===== src/rtl/pipe_hazard_ctrl_if.sv =====
// rtl/pipe_hazard_ctrl_if.sv - decode-stage hazard control signal bundle
interface pipe_hazard_ctrl_if #(
  parameter int NSRC = 2,
  parameter int RW   = 5,
  parameter int LW   = 2,
  parameter int SW   = 2
);
  logic                 IssueValid;
  logic [NSRC*RW-1:0]   SrcReg;
  logic [NSRC-1:0]      SrcUsed;
  logic [RW-1:0]        DestReg;
  logic                 RegWrite;
  logic [LW-1:0]        ResultLat;
  logic                 Flush;
  logic                 StatClear;
  logic                 Stall;
  logic                 IssueAccept;
  logic [NSRC*SW-1:0]   FwdSel;
  logic [15:0]          StallCount;

  modport master (
    output IssueValid, SrcReg, SrcUsed, DestReg, RegWrite, ResultLat, Flush, StatClear,
    input  Stall, IssueAccept, FwdSel, StallCount
  );

  modport slave (
    input  IssueValid, SrcReg, SrcUsed, DestReg, RegWrite, ResultLat, Flush, StatClear,
    output Stall, IssueAccept, FwdSel, StallCount
  );
endinterface


===== src/rtl/pipe_hazard_ctrl.sv =====
// rtl/pipe_hazard_ctrl.sv - in-order pipeline interlock and forwarding select
module pipe_hazard_ctrl #(
  parameter int DEPTH = 3,
  parameter int NSRC  = 2,
  parameter int RW    = 5,
  parameter int LW    = 2,
  parameter int SW    = $clog2(DEPTH)
) (
  input  logic               Clk,
  input  logic               Rst,
  pipe_hazard_ctrl_if.slave  bus
);

  localparam int RDW = LW + 1;

  logic [DEPTH-1:0]   valid_q;
  logic [DEPTH-1:0]   wr_q;
  logic [RW-1:0]      dest_q  [DEPTH];
  logic [RDW-1:0]     ready_q [DEPTH];
  logic [NSRC*SW-1:0] fwd_q;
  logic [NSRC*SW-1:0] sel_d;
  logic [15:0]        stall_count_q;
  logic [NSRC-1:0]    haz;
  logic               stall;
  logic               accept;

  always_comb begin : hazard_eval
    logic [RW-1:0] src;
    logic          haz_k;
    logic [SW-1:0] sel_k;
    haz   = '0;
    sel_d = '0;
    src   = '0;
    haz_k = 1'b0;
    sel_k = '0;
    for (int i = 0; i < NSRC; i++) begin
      src   = bus.SrcReg[i*RW +: RW];
      haz_k = 1'b0;
      sel_k = '0;
      // Scan oldest to youngest so the youngest producer wins
      for (int k = DEPTH-1; k >= 0; k--) begin
        if (bus.SrcUsed[i] && (src != '0) && valid_q[k] && wr_q[k] && (dest_q[k] == src)) begin
          haz_k = (k < DEPTH-1) && ((k + 1) < int'(ready_q[k]));
          sel_k = (k < DEPTH-1) ? SW'(k + 1) : '0;
        end
      end
      haz[i] = haz_k;
      if (!haz_k) begin
        sel_d[i*SW +: SW] = sel_k;
      end
    end
  end

  assign stall  = bus.IssueValid & ~bus.Flush & (|haz);
  assign accept = bus.IssueValid & ~stall & ~bus.Flush;

  always_ff @(posedge Clk) begin
    if (Rst) begin
      valid_q       <= '0;
      wr_q          <= '0;
      fwd_q         <= '0;
      stall_count_q <= '0;
      for (int k = 0; k < DEPTH; k++) begin
        dest_q[k]  <= '0;
        ready_q[k] <= '0;
      end
    end else begin
      for (int k = 1; k < DEPTH; k++) begin
        valid_q[k] <= valid_q[k-1];
        wr_q[k]    <= wr_q[k-1];
        dest_q[k]  <= dest_q[k-1];
        ready_q[k] <= ready_q[k-1];
      end
      // A rejected or flushed slot enters EX as an all-zero bubble
      valid_q[0] <= accept;
      wr_q[0]    <= accept & bus.RegWrite & (bus.DestReg != '0);
      dest_q[0]  <= accept ? bus.DestReg : '0;
      ready_q[0] <= accept ? ({1'b0, bus.ResultLat} + RDW'(1)) : '0;
      fwd_q      <= accept ? sel_d : '0;
      if (bus.StatClear) begin
        stall_count_q <= '0;
      end else if (stall && (stall_count_q != 16'hFFFF)) begin
        stall_count_q <= stall_count_q + 16'd1;
      end
    end
  end

  assign bus.Stall       = stall;
  assign bus.IssueAccept = accept;
  assign bus.FwdSel      = fwd_q;
  assign bus.StallCount  = stall_count_q;

endmodule


===== src/flat_wrapper.sv =====
// flat-port wrapper written by rule: the top's interface ports become plain ports
module pipe_hazard_ctrl_flat 
#(
  parameter int DEPTH = 3,
  parameter int NSRC  = 2,
  parameter int RW    = 5,
  parameter int LW    = 2,
  parameter int SW    = $clog2(DEPTH)
)
  (Clk, Rst, bus_IssueValid, bus_SrcReg, bus_SrcUsed, bus_DestReg, bus_RegWrite, bus_ResultLat, bus_Flush, bus_StatClear, bus_Stall, bus_IssueAccept, bus_FwdSel, bus_StallCount);
  pipe_hazard_ctrl_if #(.NSRC(NSRC), .RW(RW), .LW(LW), .SW(SW)) bus_i ();
  input  logic Clk;
  input  logic Rst;
  input wire logic [$bits(bus_i.IssueValid)-1:0] bus_IssueValid;
  input wire logic [$bits(bus_i.SrcReg)-1:0] bus_SrcReg;
  input wire logic [$bits(bus_i.SrcUsed)-1:0] bus_SrcUsed;
  input wire logic [$bits(bus_i.DestReg)-1:0] bus_DestReg;
  input wire logic [$bits(bus_i.RegWrite)-1:0] bus_RegWrite;
  input wire logic [$bits(bus_i.ResultLat)-1:0] bus_ResultLat;
  input wire logic [$bits(bus_i.Flush)-1:0] bus_Flush;
  input wire logic [$bits(bus_i.StatClear)-1:0] bus_StatClear;
  output wire logic [$bits(bus_i.Stall)-1:0] bus_Stall;
  output wire logic [$bits(bus_i.IssueAccept)-1:0] bus_IssueAccept;
  output wire logic [$bits(bus_i.FwdSel)-1:0] bus_FwdSel;
  output wire logic [$bits(bus_i.StallCount)-1:0] bus_StallCount;
  assign bus_i.IssueValid = bus_IssueValid;
  assign bus_i.SrcReg = bus_SrcReg;
  assign bus_i.SrcUsed = bus_SrcUsed;
  assign bus_i.DestReg = bus_DestReg;
  assign bus_i.RegWrite = bus_RegWrite;
  assign bus_i.ResultLat = bus_ResultLat;
  assign bus_i.Flush = bus_Flush;
  assign bus_i.StatClear = bus_StatClear;
  assign bus_Stall = bus_i.Stall;
  assign bus_IssueAccept = bus_i.IssueAccept;
  assign bus_FwdSel = bus_i.FwdSel;
  assign bus_StallCount = bus_i.StallCount;
  pipe_hazard_ctrl #(.DEPTH(DEPTH), .NSRC(NSRC), .RW(RW), .LW(LW), .SW(SW)) u_core (.Clk(Clk), .Rst(Rst), .bus(bus_i));
endmodule

===== config.mk =====
export PLATFORM = sky130hd
export DESIGN_NAME = pipe_hazard_ctrl_flat
export DESIGN_NICKNAME = d
export VERILOG_FILES = /design/src/rtl/pipe_hazard_ctrl_if.sv /design/src/rtl/pipe_hazard_ctrl.sv /design/src/flat_wrapper.sv
export SDC_FILE = /design/constraint.sdc
export NUM_CORES = 1
export LEC_CHECK = 0
export BUFFER_PORTS_ARGS = -buffer_cell sky130_fd_sc_hd__buf_2
export CAP_MARGIN = 20
export CORE_ASPECT_RATIO = 0.6
export CORE_MARGIN = 2
export CORE_UTILIZATION = 43
export CTS_CLUSTER_DIAMETER = 120
export DETAILED_ROUTE_END_ITERATION = 6
export GPL_TIMING_DRIVEN = 0
export HOLD_SLACK_MARGIN = 0.12
export PLACE_DENSITY = 0.67
export SYNTH_ARGS = -nofsm -noshare
export SYNTH_HDL_FRONTEND = slang
export SYNTH_SLANG_ARGS = --single-unit
export TNS_END_PERCENT = 20

===== constraint.sdc =====
create_clock -name Clk -period 6.4 [get_ports Clk]
set_input_delay 0.96 -clock Clk [delete_from_list [all_inputs] [get_ports Clk]]
set_output_delay 0.96 -clock Clk [all_outputs]
set_load 0.03 [all_outputs]

## Word level (Yosys, flattened, before mapping)

Memory sizes are Yosys's and may differ from the RTL's.
Cells that the tools add are included.

| word-level totals | value |
|---|---|
| register bits after elaboration | 24 |
| memory bits (writable) | 24 |
| input bits | 25 |
| output and inout port bits | 22 |
| logic and storage cells | 76 |
| memories | 2 |

Memories:

| memory | depth | bits a word | rd ports | clocked after Yosys merged registers in | wr ports | line | text |
|---|---|---|---|---|---|---|---|
| u_core.dest_q | 3 | 5 | 2 | 0 | 3 | pipe_hazard_ctrl.sv:18 | `logic [RW-1:0] dest_q [DEPTH];` |
| u_core.ready_q | 3 | 3 | 2 | 0 | 3 | pipe_hazard_ctrl.sv:19 | `logic [RDW-1:0] ready_q [DEPTH];` |

| cells by class | value |
|---|---|
| add/sub/neg operators | 2 |
| magnitude comparators | 2 |
| eq/ne operators | 5 |
| muxes and demuxes | 19 |
| bitwise gates (word level) | 15 |
| reductions and logical operators | 24 |

Operators with widths:

| operator | number |
|---|---|
| $eq A5 B5 Y1 | 4 |
| $mux W5 | 4 |
| $add A16 B1 Y16 const B | 1 |
| $ne A16 B16 Y1 const B | 1 |
| $logic_and A1 B1 Y1 | 15 |
| $reduce_bool A5 Y1 | 3 |
| $mux W3 | 4 |
| $mux W1 | 9 |
| $reduce_or A4 Y1 | 2 |
| $and A1 B1 Y1 | 6 |
| $or A1 B1 Y1 | 6 |
| $reduce_or A3 Y1 | 2 |
| $mux W2 | 2 |
| $reduce_or A2 Y1 | 2 |
| $add A2 B1 Y3 const B | 1 |
| $lt A1 B3 Y1 const A | 1 |
| $lt A2 B3 Y1 const A | 1 |
| $not A1 Y1 | 3 |

## Logic depth before layout (Yosys ltp)

| depth | value |
|---|---|
| word-level depth | 14 |
| gate-level depth with buffers | 8 |
| gate-level depth less buffers | 7 |

## Worst setup path before layout

Ideal clock, no wire load.

| path | value |
|---|---|
| path type | input to output |
| from | in bus_SrcReg[5] |
| to | out bus_Stall |
| data arrival time | 2.810 ns |
| required time | 5.440 ns |
| setup slack | 2.630 ns |
| cell stages on the path | 6 |
| path buffers | 0 |
| path through | or4_1 > o21ai_1 > nor3_1 > o22a_1 > o21ai_1 > nor2b_1 |

| on the way | value |
|---|---|
| word-level cells in the longest chain between the ends | 9 |
| elaborated cells on any way between the ends | 14 |
| classes of those cells | eq/ne: 2; mux: 2; bitwise: 1; reduce/logical: 9 |

RTL lines:

| what | line | text |
|---|---|---|
| start: declaration | flat_wrapper.sv:15 | `input wire logic [$bits(bus_i.SrcReg)-1:0] bus_SrcReg;` |
| $reduce_bool A5 Y1 | - |  |
| $logic_and A1 B1 Y1 | - |  |
| $logic_and A1 B1 Y1 (3 in series) | pipe_hazard_ctrl.sv:42 | `if (bus.SrcUsed[i] && (src != '0) && valid_q[k] && wr_q[k] && (dest_q[k] == src)) begin` |
| $mux W1 | pipe_hazard_ctrl.sv:42 |  |
| $mux W1 (*) | pipe_hazard_ctrl.sv:42 |  |
| $reduce_or A2 Y1 (*) | pipe_hazard_ctrl.sv:54 | `assign stall = bus.IssueValid & ~bus.Flush & (\|haz);` |
| $and A1 B1 Y1 (*) | pipe_hazard_ctrl.sv:54 |  |
| end: declaration | flat_wrapper.sv:22 | `output wire logic [$bits(bus_i.Stall)-1:0] bus_Stall;` |

Every way passes the cells marked *; elsewhere a longest branch is shown, timed or not.

## Final worst setup path

Ends and elaborated chain as after synthesis.

==> qor.yml <==
run_status:
  outcome: "finished clean"
detailed_routing:
  via_per_inst: 5.177
  wl_per_cell_um: 13.13
  dr.pass1.iters: 4
  vias: 1553
  detail-route-antenna-nets: 0
  drt-initial-drc-count: 118
  drc_errors: 0
  routed_wirelength_um: 3938
clocking:
  clock_latency_ns: 0.30
  clkTransAtPathRegs_ns: 0.07
  cts_root_buffer: "clkbuf_8"
  hold_buffers: 0
  cts_sinks: 40
  ctsResizeCount: 0
  numCtsBuffers: 5
  post_cts.repair.setup_buffers: 0
  ctsHtreeMaxLevel: 2
  clk_path_buf_depth: 2
  cts_tree: "built"
placement:
  place.gp.congestion: 0.8430
  port-buffer-count: 46
  hpwl_um: 3037
global_route:
  grt-ovfl-total: 0
  grt_max_degree: 13
  grt_util_all_layers_pct: 18.44
  grt_pass1_wl_um: 6382
  antenna_found_initial: 0
  grt_pass1_vias: 1325
synth:
  yosysMostFrequentCell: "dfxtp_1"
  synth_top_cells_by_count: "40 x dfxtp_1, 19 x xnor2_1, 17 x a21oi_1, 14 x or3_1, 11 x nor2b_1"
  synthCells: 196
  ys_seq_area_share_pct: 45.07
  synth_ff_type: "dfxtp_1"
  ys_top_cells_by_area: "dfxtp_1 45%, xnor2_1 9.4%, or3_1 4.9%"
  netlist_area_um2: 1777
  yosysWarnings: 0
  synth.ff_latch_count: 40
  syn-num-nets: 223
  syn_area_per_cell_um2: 9.065
  synth_top_area_cell: "dfxtp_1"
  synth_top_area_share_pct: 45.07
  synth_cell_types: 36
  ys_async_sr_fraction_pct: 0
  synth_edf_count: 0
floorplanning:
  placementRows: 18
  die_x_um: 86.99
  io-pin-count: 47
  dieArea_um2: 4679
  die_y_um: 53.79
  start_util_pct: 44.07
  coreArea_um2: 4031
final_layout:
  multiInputGateArea_um2: 927.1
  drive_above_1_share_pct: 23.20
  area_delta_synth_final_pct: 23.59
  diodes: 0
  seq_area_um2: 800.8
  nNetsFinal: 276
  fillers: 393
worst_setup_path:
  path_cells: "buf_2, or4_1, o21ai_1, nor3_1, o22a_1, o21ai_1, nor2b_1, buf_2"
  slowest_stage: "or4_1"
  cp.required_ns: 5.44
  crit_fanout: 8
  path_buf_inv: 2
  critPathMaxStageDelay_ns: 0.55
  worstSetupPathType: "in -> out"
  start_kind: "input pin"
  crit_family: "compound AO/OA/AOI/OAI gates"
  worstPathArrival_ns: 3.11
  cp-end-kind: "output pin"
sta:
  slew_headroom_pct: 54.97
  finalSetupViolCount: 0
  min_period_ns: 4.066
  rsz0062_at_grt: "false"
  fin_crit_sh_pct: 63.53
  hold_viol_final: 0
  final_max_slew_viol_count: 0
  fmax_mhz: 246.0
  tightest_slew_ns: 0.6702
  finClkSkew_ns: 0.008550
  final.setup.tns_ns: 0
power:
  finalPower_mw: 0.5070
  cellPowerDensity_nw_per_um2: 230.9
  ir_worst_vdd_mv: 0.1154
  leakage_nw: 0.8124
hold_path:
  hp-class: "reg -> reg"
job:
  max_cap_viol_count: 0
worst paths after layout:
path                        startpoint  slack, ns                   end  cells past startpoint
setup reg to reg   u_core.dest_q[0][2]       3.56        u_core.wr_q[0]                      8
hold / removal    u_core.ready_q[0][0]       0.49  u_core.ready_q[0][3]                      1
hold reg to reg   u_core.ready_q[0][0]       0.49  u_core.ready_q[0][3]                      1
setup / recovery         bus_SrcReg[5]       2.33             bus_Stall                      8
flip-flops by register name (all words and copies together), names as in the netlist:
name	flops
u_core.bus.FwdSel	4
u_core.bus.StallCount	16
u_core.dest_q	10
u_core.ready_q	6
u_core.valid_q	2
u_core.wr_q	2
layer usage:
layer  GRT usage, %  wire, um  vias up
met3          6.288       335        5
met5              0         0        -
met2          21.76      1385       51
met4          5.469        53        0
met1          29.57      2164      692
li1               -         -      805
power breakdown:
group	switching (mW)	internal [mW]
registers	0.00242	0.252
clock network	0.0857	0.137
logic	0.0152	0.0146
total	0.103	0.404
logic make-up (layout without fill, tap and decap cells):
| logic type | after synthesis | in the layout | synth area share, % |
|---|---|---|---|
| AOI/OAI and AO/OA | 45 | 45 | 15.35 |
| xor gates and xnor gates | 21 | 21 | 10.35 |
| adders and majority gates | 2 | 2 | 1.408 |
| buffers and inverters | 11 | 65 | 2.746 |
| DFF | 40 | 40 | 45.07 |
| and+or+nand+nor | 77 | 77 | 25.07 |
worst reg2reg max path, stage by stage (launching register included):
cell      delay, ns
dfxtp_1        0.39
xnor2_1        0.14
nand4_1        0.14
nor3_1         0.57
o22a_1         0.30
o21ai_1        0.20
nor3_1         0.48
clkbuf_1       0.33
o311a_1        0.23
cell usage in the layout, fill, tap and decap left out, types with 3 or more instances in the layout:
| cell | instances |
|---|---|
| and2_1 | 9 |
| clkbuf_1 | 4 |
| clkbuf_8 | 7 |
| nor2b_1 | 11 |
| or4_1 | 4 |
| dfxtp_1 | 40 |
| inv_1 | 4 |
| o21ai_0 | 8 |
| or3_1 | 14 |
| nor2_1 | 6 |
| o21ai_1 | 8 |
| nor3_1 | 3 |
| a21oi_1 | 17 |
| nand3_1 | 6 |
| nand2_1 | 7 |
| buf_2 | 46 |
| xnor2_1 | 19 |
| nand4_1 | 9 |
metrics by stage:
step                      cell area (um^2)  setup slack [ns]  hold slack (ns)  std cells  util [%]
after detailed placement              2069             2.363           0.4670        292     51.33
after global placement                2069             2.369           0.4727        292     51.33
after floorplan                       1777             2.630           0.4138        196         -
after global routing                  2196             2.168           0.5116        300     54.47
final                                 2196             2.334           0.4916        300     54.47
after CTS                             2196             2.346           0.4975        300     54.47
area by class of cell:
type	count	area share [%]
Clock inverter	1	1.368
Multi-Input combinational cell	145	42.22
Sequential cell	40	36.47
Inverter	4	0.6838
Buffer	7	1.538
Tap cell	50	2.849
Clock buffer	7	4.387
Timing Repair Buffer	46	10.48
Power figures use the tool's default switching activity.
